==> src/rtl/fetch_pkg.sv <==
// Shared types and defaults for the instruction-fetch stage.
package fetch_pkg;

  typedef enum logic [2:0] {
    IDLE  = 3'd0,
    REQ   = 3'd1,
    WAIT  = 3'd2,
    DRAIN = 3'd3,
    HOLD  = 3'd4
  } fetch_state_e;

  typedef enum logic [1:0] {
    RSRC_NONE = 2'd0,
    RSRC_RS   = 2'd1,
    RSRC_MEM  = 2'd2
  } redir_src_e;

  localparam logic [31:0] NOP_WORD_DEF = 32'h0000_0000;
  localparam logic [31:0] RESET_PC_DEF = 32'h0000_0000;

endpackage

==> src/rtl/fetch_redirect_sel.sv <==
// Write-back redirect detection and target selection (purely combinational).
module fetch_redirect_sel
  import fetch_pkg::*;
(
  input  logic        i_jump,
  input  logic        i_jump_mem,
  input  logic        i_branch_z,
  input  logic        i_branch_n,
  input  logic        i_z,
  input  logic        i_n,
  input  logic [31:0] i_rs,
  input  logic [31:0] i_data,
  output redir_src_e  o_src,
  output logic [31:0] o_target
);

  always_comb begin
    o_src = RSRC_NONE;
    if (i_jump_mem)
      o_src = RSRC_MEM;
    else if (i_jump | (i_branch_z & i_z) | (i_branch_n & i_n))
      o_src = RSRC_RS;
    o_target = (o_src == RSRC_MEM) ? i_data : i_rs;
  end

endmodule

==> src/rtl/fetch_stage.sv <==
// Instruction-fetch stage: PC register, fetch FSM, one-entry hold buffer.
// Optional FETCH_PERF_EN adds fetch/redirect performance counters.
module fetch_stage
  import fetch_pkg::*;
#(
  parameter logic [31:0] RESET_PC = RESET_PC_DEF,
  parameter logic [31:0] PC_INC   = 32'd1,
  parameter logic [31:0] NOP_WORD = NOP_WORD_DEF
) (
  input  logic        clk,
  input  logic        rst_n,
  output logic        imem_req_valid,
  input  logic        imem_req_ready,
  output logic [31:0] imem_addr,
  input  logic        imem_rsp_valid,
  input  logic [31:0] imem_rsp_data,
  input  logic        id_ready,
  output logic [31:0] pc_if,
  output logic [31:0] inst_if,
  output logic        inst_valid,
  input  logic        jump_wb,
  input  logic        jump_mem_wb,
  input  logic        branch_z_wb,
  input  logic        branch_n_wb,
  input  logic        z_wb,
  input  logic        n_wb,
  input  logic [31:0] rs_wb,
  input  logic [31:0] data_wb
`ifdef FETCH_PERF_EN
  ,
  output logic [31:0] perf_fetch_cnt,
  output logic [31:0] perf_redirect_cnt
`endif
);

  fetch_state_e r_state, w_state_nxt;
  logic [31:0]  r_pc, w_pc_nxt, r_req_pc;
  logic [31:0]  r_pc_if, r_inst_if, r_hold_pc, r_hold_inst;
  logic         r_inst_valid;
  redir_src_e   w_src;
  logic [31:0]  w_target;
  logic         w_redirect, w_req_fire, w_present, w_hold_ld, w_hold_exit, w_show_hold;

  fetch_redirect_sel u_sel (
    .i_jump     (jump_wb),
    .i_jump_mem (jump_mem_wb),
    .i_branch_z (branch_z_wb),
    .i_branch_n (branch_n_wb),
    .i_z        (z_wb),
    .i_n        (n_wb),
    .i_rs       (rs_wb),
    .i_data     (data_wb),
    .o_src      (w_src),
    .o_target   (w_target)
  );

  assign w_redirect = (w_src != RSRC_NONE);
  // A redirect cancels the request, and nothing new issues until the presented word is taken.
  assign imem_req_valid = (r_state == REQ) & ~w_redirect & ~(r_inst_valid & ~id_ready);
  assign w_req_fire     = imem_req_valid & imem_req_ready;
  assign imem_addr      = r_pc;

  always_comb begin
    w_state_nxt = r_state;
    w_pc_nxt    = r_pc;
    w_present   = 1'b0;
    w_hold_ld   = 1'b0;
    w_hold_exit = 1'b0;
    case (r_state)
      IDLE: w_state_nxt = REQ;
      REQ: begin
        if (w_redirect)      w_pc_nxt    = w_target;
        else if (w_req_fire) w_state_nxt = WAIT;
      end
      WAIT: begin
        if (w_redirect) begin
          w_pc_nxt    = w_target;
          w_state_nxt = imem_rsp_valid ? REQ : DRAIN;
        end else if (imem_rsp_valid) begin
          if (id_ready) begin
            w_present   = 1'b1;
            w_pc_nxt    = r_pc + PC_INC;
            w_state_nxt = REQ;
          end else begin
            w_hold_ld   = 1'b1;
            w_state_nxt = HOLD;
          end
        end
      end
      DRAIN: begin
        if (w_redirect)     w_pc_nxt    = w_target;
        if (imem_rsp_valid) w_state_nxt = REQ;
      end
      HOLD: begin
        if (w_redirect) begin
          w_pc_nxt    = w_target;
          w_hold_exit = 1'b1;
          w_state_nxt = REQ;
        end else if (id_ready) begin
          w_pc_nxt    = r_pc + PC_INC;
          w_hold_exit = 1'b1;
          w_state_nxt = REQ;
        end
      end
      default: w_state_nxt = IDLE;
    endcase
  end

  always_ff @(negedge clk or negedge rst_n) begin
    if (!rst_n) begin
      r_state <= IDLE;
      r_pc    <= RESET_PC;
    end else begin
      r_state <= w_state_nxt;
      r_pc    <= w_pc_nxt;
    end
  end

  always_ff @(negedge clk or negedge rst_n) begin
    if (!rst_n) begin
      r_req_pc     <= RESET_PC;
      r_hold_pc    <= RESET_PC;
      r_hold_inst  <= NOP_WORD;
      r_pc_if      <= RESET_PC;
      r_inst_if    <= NOP_WORD;
      r_inst_valid <= 1'b0;
    end else begin
      if (w_req_fire) r_req_pc <= r_pc;
      if (w_hold_ld) begin
        r_hold_pc   <= r_req_pc;
        r_hold_inst <= imem_rsp_data;
      end
      if (w_present) begin
        r_pc_if      <= r_req_pc;
        r_inst_if    <= imem_rsp_data;
        r_inst_valid <= 1'b1;
      end else if (w_hold_exit) begin
        // Keep pc_if on the last held PC so it never steps backwards.
        r_pc_if      <= r_hold_pc;
        r_inst_if    <= NOP_WORD;
        r_inst_valid <= 1'b0;
      end else if (id_ready | w_redirect) begin
        r_inst_if    <= NOP_WORD;
        r_inst_valid <= 1'b0;
      end
    end
  end

  assign w_show_hold = (r_state == HOLD);
  assign pc_if       = w_show_hold ? r_hold_pc : r_pc_if;
  assign inst_if     = w_redirect ? NOP_WORD : (w_show_hold ? r_hold_inst : r_inst_if);
  assign inst_valid  = ~w_redirect & (w_show_hold | r_inst_valid);

`ifdef FETCH_PERF_EN
  always_ff @(negedge clk or negedge rst_n) begin
    if (!rst_n) begin
      perf_fetch_cnt    <= 32'd0;
      perf_redirect_cnt <= 32'd0;
    end else begin
      if (inst_valid & id_ready) perf_fetch_cnt    <= perf_fetch_cnt + 32'd1;
      if (w_redirect)            perf_redirect_cnt <= perf_redirect_cnt + 32'd1;
    end
  end
`endif

endmodule

==> config.mk <==
export PLATFORM = sky130hd
export DESIGN_NAME = fetch_stage
export DESIGN_NICKNAME = d
export VERILOG_FILES = /design/src/rtl/fetch_pkg.sv /design/src/rtl/fetch_redirect_sel.sv /design/src/rtl/fetch_stage.sv
export SDC_FILE = /design/constraint.sdc
export NUM_CORES = 1
export LEC_CHECK = 0
export ABC_AREA = 1
export BUFFER_PORTS_ARGS = -buffer_cell sky130_fd_sc_hd__buf_2
export CORE_UTILIZATION = 52
export DETAILED_ROUTE_END_ITERATION = 16
export GPL_ROUTABILITY_DRIVEN = 0
export PLACE_DENSITY = 0.73
export SLEW_MARGIN = 30
export SYNTH_ARGS = -nofsm -noshare
export SYNTH_HDL_FRONTEND = slang
export SYNTH_SLANG_ARGS = --single-unit
==> constraint.sdc <==
create_clock -name clk -period 2.15 [get_ports clk]
set_input_delay 0.3225 -clock clk [delete_from_list [all_inputs] [get_ports clk]]
set_output_delay 0.3225 -clock clk [all_outputs]
set_load 0.1 [all_outputs]
==> run_results.csv, run 1 <==
group,metric,value,unit
logic_synthesis,yosysMostFrequentCell,"nand2_1",
logic_synthesis,synthDistinctLibCells,32,
logic_synthesis,synth.yosys.seq_area_share,0.4726,
floorplan,num_rows,51,
logic_synthesis,synth_edf_count,0,
cts,clock-sinks,196,
place,place_hpwl,23.15,mm
grt,grt_pass1_vias,16588,
outcome,error,"[ERROR GRT-0116] Global routing finished with congestion. Check the congestion regions in the DRC Viewer.",
cts,cts_root_buf,"clkbuf_16",
floorplan,io_pins,205,
logic_synthesis,synthArstFlopShare,1.000,
grt,grt_pass1_wl,99.27,mm
logic_synthesis,synthTopCellsByArea,"dfrtn_1 (47%), nand2_1 (18%), o21ai_0 (6.2%)",
grt,overflow,10,
floorplan,chipHeight,143.3,um
logic_synthesis,avgSynthCellArea,7.451,sq um
logic_synthesis,synth_top_cell_by_area,"dfrtn_1",
floorplan,fp.dieW,143.3,um
logic_synthesis,synth_cells,1393,
logic_synthesis,yosys_register_bits,196,
logic_synthesis,synth_fp_nets,1501,
cts,numCtsBuffers,17,
place,port_buffers,204,
grt,grt_usage,0.6615,
outcome,status,"did not finish",
outcome,stop_stage,"5_1_grt",
logic_synthesis,synthFlopType,"dfrtn_1",
logic_synthesis,synth_area,0.01038,sq mm
place,placed_area,0.01577,sq mm
logic_synthesis,yosys-top-cells-count,"nand2_1 (490), dfrtn_1 (196), inv_1 (145)",
grt,grt_max_degree,49,
cts,h-tree-depth,4,
logic_synthesis,synth_top_area_frac,0.4726,
cts,clk_path_buf_depth,2,
place,dp.cells,1975,
logic_synthesis,synth_warnings,0,
floorplan,initial_core_util,0.5315,
metal layers:
metal / GRT overflow / track usage
met5: 0 / 0.05514
met4: 2 / 0.6601
met3: 0 / 0.4182
met2: 8 / 0.9006
met1: 0 / 0.6698
metrics by stage:
| step | setup slack [ps] | utilization |
|---|---|---|
| after floorplan | -751.1 | - |
| after global placement | -639.3 | 0.8074 |
| after detailed placement | -731.5 | 0.8074 |
| after CTS | -1043 | 0.9712 |
what timing repair did:
action | CTS
hold buffers | 0
setup endpoints to repair | 285
pin swaps | 68
gates cloned | 41
gates resized for setup | 305
setup buffers | 62
cells by family after synthesis:
family	after synthesis	synth area share
adders and majority gates	1	0.001205
AOI/OAI and AO/OA	297	0.1654
buffers and inverters	228	0.09729
muxes	3	0.002893
DFF	196	0.4726
and+or+nand+nor	668	0.2606
==> run 2: changes to the inputs <==
--- a/config.mk
+++ b/config.mk
@@ -7,10 +7,10 @@
 export LEC_CHECK = 0
 export ABC_AREA = 1
 export BUFFER_PORTS_ARGS = -buffer_cell sky130_fd_sc_hd__buf_2
-export CORE_UTILIZATION = 52
+export CORE_UTILIZATION = 37
 export DETAILED_ROUTE_END_ITERATION = 16
 export GPL_ROUTABILITY_DRIVEN = 0
-export PLACE_DENSITY = 0.73
+export PLACE_DENSITY_LB_ADDON = 0.15
 export SLEW_MARGIN = 30
 export SYNTH_ARGS = -nofsm -noshare
 export SYNTH_HDL_FRONTEND = slang
==> run_results.csv, run 2 <==
group,metric,value,unit
cts,hold_buffers,0,
logic_synthesis,yosys_register_bits,196,
grt,overflow,0,
logic_synthesis,synthArstFlopShare,1.000,
power_and_ir_drop,switching_power,9667,uW
run,cap_violations,0,
final_layout,num-nets-final,1970,
min_path,hp-class,"reg2reg",
setup_path,cp.arrival,2900,ps
timing,slew_viol_final,0,
detailed_routing,drc,0,
logic_synthesis,synth_top_area_frac,0.4726,
power_and_ir_drop,p_sw_frac,0.4573,
logic_synthesis,synth_cells,1393,
timing,tns,-117520,ps
timing,setup_viol,294,
grt,grt_max_degree,34,
detailed_routing,wl_met3,2.187,mm
setup_path,crit_fanout,10,
detailed_routing,route.met2.wl,20.69,mm
final_layout,finish.utilization,0.7668,
outcome,violations,"setup timing",
power_and_ir_drop,pwr-share-clk,0.152,
setup_path,cp.depth,7,
cts,clk_latency,410,ps
setup_path,endpoint_kind,"output port",
logic_synthesis,synth_warnings,0,
logic_synthesis,synth_fp_nets,1501,
logic_synthesis,avgSynthCellArea,7.451,sq um
logic_synthesis,synthTopCellsByArea,"dfrtn_1 (47%), nand2_1 (18%), o21ai_0 (6.2%)",
final_layout,area_delta_synth_final,101.3,%
timing,skew,13.14,ps
outcome,status,"finished with violations",
setup_path,reg2reg_depth,16,
power_and_ir_drop,power_density,1012,mW/mm^2
setup_path,path_common_cell,"buf_12",
floorplan,initial_core_util,0.3809,
logic_synthesis,synth_area,0.01038,sq mm
cts,h-tree-depth,4,
detailed_routing,postRouteAntennaNets,0,
final_layout,fill_cells,1753,
place,place_hpwl,22.92,mm
floorplan,chipHeight,169.5,um
final_layout,diodes,0,
setup_path,crit_required,1830,ps
cts,clock-sinks,196,
final_layout,final_common_cell,"nand2_1",
cts,cts_tree,"done",
power_and_ir_drop,p_int,11470,uW
cts,clk_pin_slew_worst_paths,50,ps
detailed_routing,wl_per_cell,18.54,um
cts,clk_path_buf_depth,2,
power_and_ir_drop,p_leak,0.009398,uW
detailed_routing,dr.pass1.iters,6,
power_and_ir_drop,power_frac_seq,0.272,
detailed_routing,detail_route.wirelength,41.64,mm
logic_synthesis,synth_top_cell_by_area,"dfrtn_1",
detailed_routing,highest_layer,"met4",
setup_path,path_buf_inv,3,
detailed_routing,vias,11577,
timing,max_slew_margin,0.5460,
logic_synthesis,yosysMostFrequentCell,"nand2_1",
logic_synthesis,synthFlopType,"dfrtn_1",
detailed_routing,avgViaCountPerCell,5.154,
setup_path,path_delay_family,"buffers and inverters",
timing,finalHoldViolations,0,
timing,worstMarginPinSlew,681.0,ps
grt,grt_pass1_wl,61.95,mm
setup_path,crit_type,"reg2out",
final_layout,layout-drive-gt1-share,0.5966,
floorplan,num_rows,60,
floorplan,fp.dieW,169.5,um
timing,finalWorstSetupSlack,-1070,ps
grt,antenna_found_initial,0,
grt,grt_usage,0.2778,
setup_path,cp_cell_sequence,"nor2_4 > nand2_8 > buf_12 > buf_12 > o21ai_2 > a21oi_4 > buf_12",
logic_synthesis,synth_edf_count,0,
cts,numCtsBuffers,17,
logic_synthesis,yosys-top-cells-count,"nand2_1 (490), dfrtn_1 (196), inv_1 (145)",
timing,rsz0062_at_grt,"yes",
power_and_ir_drop,comb_power_share,0.576,
floorplan,io_pins,205,
place,port_buffers,204,
logic_synthesis,synth.yosys.seq_area_share,0.4726,
floorplan,core,0.02725,sq mm
floorplan,die-area,0.02872,sq mm
setup_path,cpPeakStageDelay,460,ps
logic_synthesis,synthDistinctLibCells,32,
min_path,min_delay_path_depth,2,
final_layout,layout_common_cells,"nand2_1 (217), dfrtn_1 (196), buf_4 (188), inv_1 (143), buf_12 (140)",
setup_path,cp_slowest_cell,"dfrtn_1",
detailed_routing,met1_length,17.50,mm
setup_path,critPathLaunchType,"flip-flop",
power_and_ir_drop,peakVddDrop,1.516,mV
power_and_ir_drop,total_power,21140,uW
cts,cts_root_buf,"clkbuf_16",
grt,grt_pass1_vias,11475,
detailed_routing,drt_iter0_markers,933,
[run 2: cell counts after synthesis]
No cell type changed its count.
[run 2: power groups by stage]
stage                     combinational (uW)  clock [uW]  sequential (uW)
after floorplan                         3120           0             7710
after global placement                  8880           0             5670
after detailed placement                9010           0             5680
after CTS                              10700        3230             5660
after global routing                   12800        3390             5850
final                                  12200        3220             5750
[run 2: routing by layer]
| metal | vias to the layer above | track usage |
|---|---|---|
| li1 | 5411 | - |
| met1 | 5597 | 0.3673 |
| met2 | 460 | 0.4684 |
| met3 | 109 | 0.04081 |
| met4 | 0 | 0.08696 |
| met5 | - | 0 |
[run 2: layout make-up]
| class | count | area, sq um | area share |
|---|---|---|---|
| multi-input combinational | 969 | 7690 | 0.3680 |
| timing repair buffer | 525 | 6651 | 0.3183 |
| sequential | 196 | 4905 | 0.2347 |
| inverter | 153 | 615.6 | 0.02946 |
| tap | 372 | 465.4 | 0.02228 |
| clock buffer | 17 | 425.4 | 0.02036 |
| clock inverter | 14 | 142.6 | 0.006826 |
[run 2: worst paths after layout]
kind | startpoint | endpoint | slack, ps
worst max-delay path | r_state[1] | inst_if[23] | -1070
worst min-delay path | r_pc_if[26] | r_pc_if[26] | 430
worst max register to register | r_state[0] | imem_addr[18] | -130
worst min register to register | r_pc_if[26] | r_pc_if[26] | 430
max in group asynchronous | rst_n | r_pc_if[15] | 790
min in group asynchronous | rst_n | r_inst_if[4] | 790
[run 2: through the flow]
stage / hold slack [ps] / setup slack [ps] / instances / instance area, sq um
2_1_floorplan: 402.8 / -751.1 / 1393 / 11990
3_5_place_dp: 420.3 / -658.4 / 2117 / 16230
5_1_grt: 453.0 / -1145 / 2246 / 20900
3_3_place_gp: 422.0 / -654.2 / 2117 / 16230
6_report: 431.7 / -1070 / 2246 / 20900
4_1_cts: 432.7 / -1053 / 2222 / 19290
[run 2: cell families (layout without fill, tap and decap cells)]
| logic type | Yosys count | count (layout) | share of synthesized area |
|---|---|---|---|
| AO/OA/AOI/OAI | 297 | 297 | 0.1654 |
| adder cells (fa/ha/maj) | 1 | 1 | 0.001205 |
| buffers and inverters | 228 | 709 | 0.09729 |
| flip-flops | 196 | 196 | 0.4726 |
| multiplexers | 3 | 3 | 0.002893 |
| AND/OR/NAND/NOR | 668 | 668 | 0.2606 |
[run 2: repair_timing]
action,4_1_cts,5_1_grt
resized for setup,302,340
pin swaps,82,85
hold endpoints to repair,0,0
setup buffers,33,24
setup endpoints to repair,290,294
gates cloned,42,7
[run 2: tightest hold or removal path, delay by kind of cell (launching register included)]
kind	cells	cell delay [ps]
simple gates	2	100
flops	1	420
Note: power is estimated with default switching activity, not from simulation.
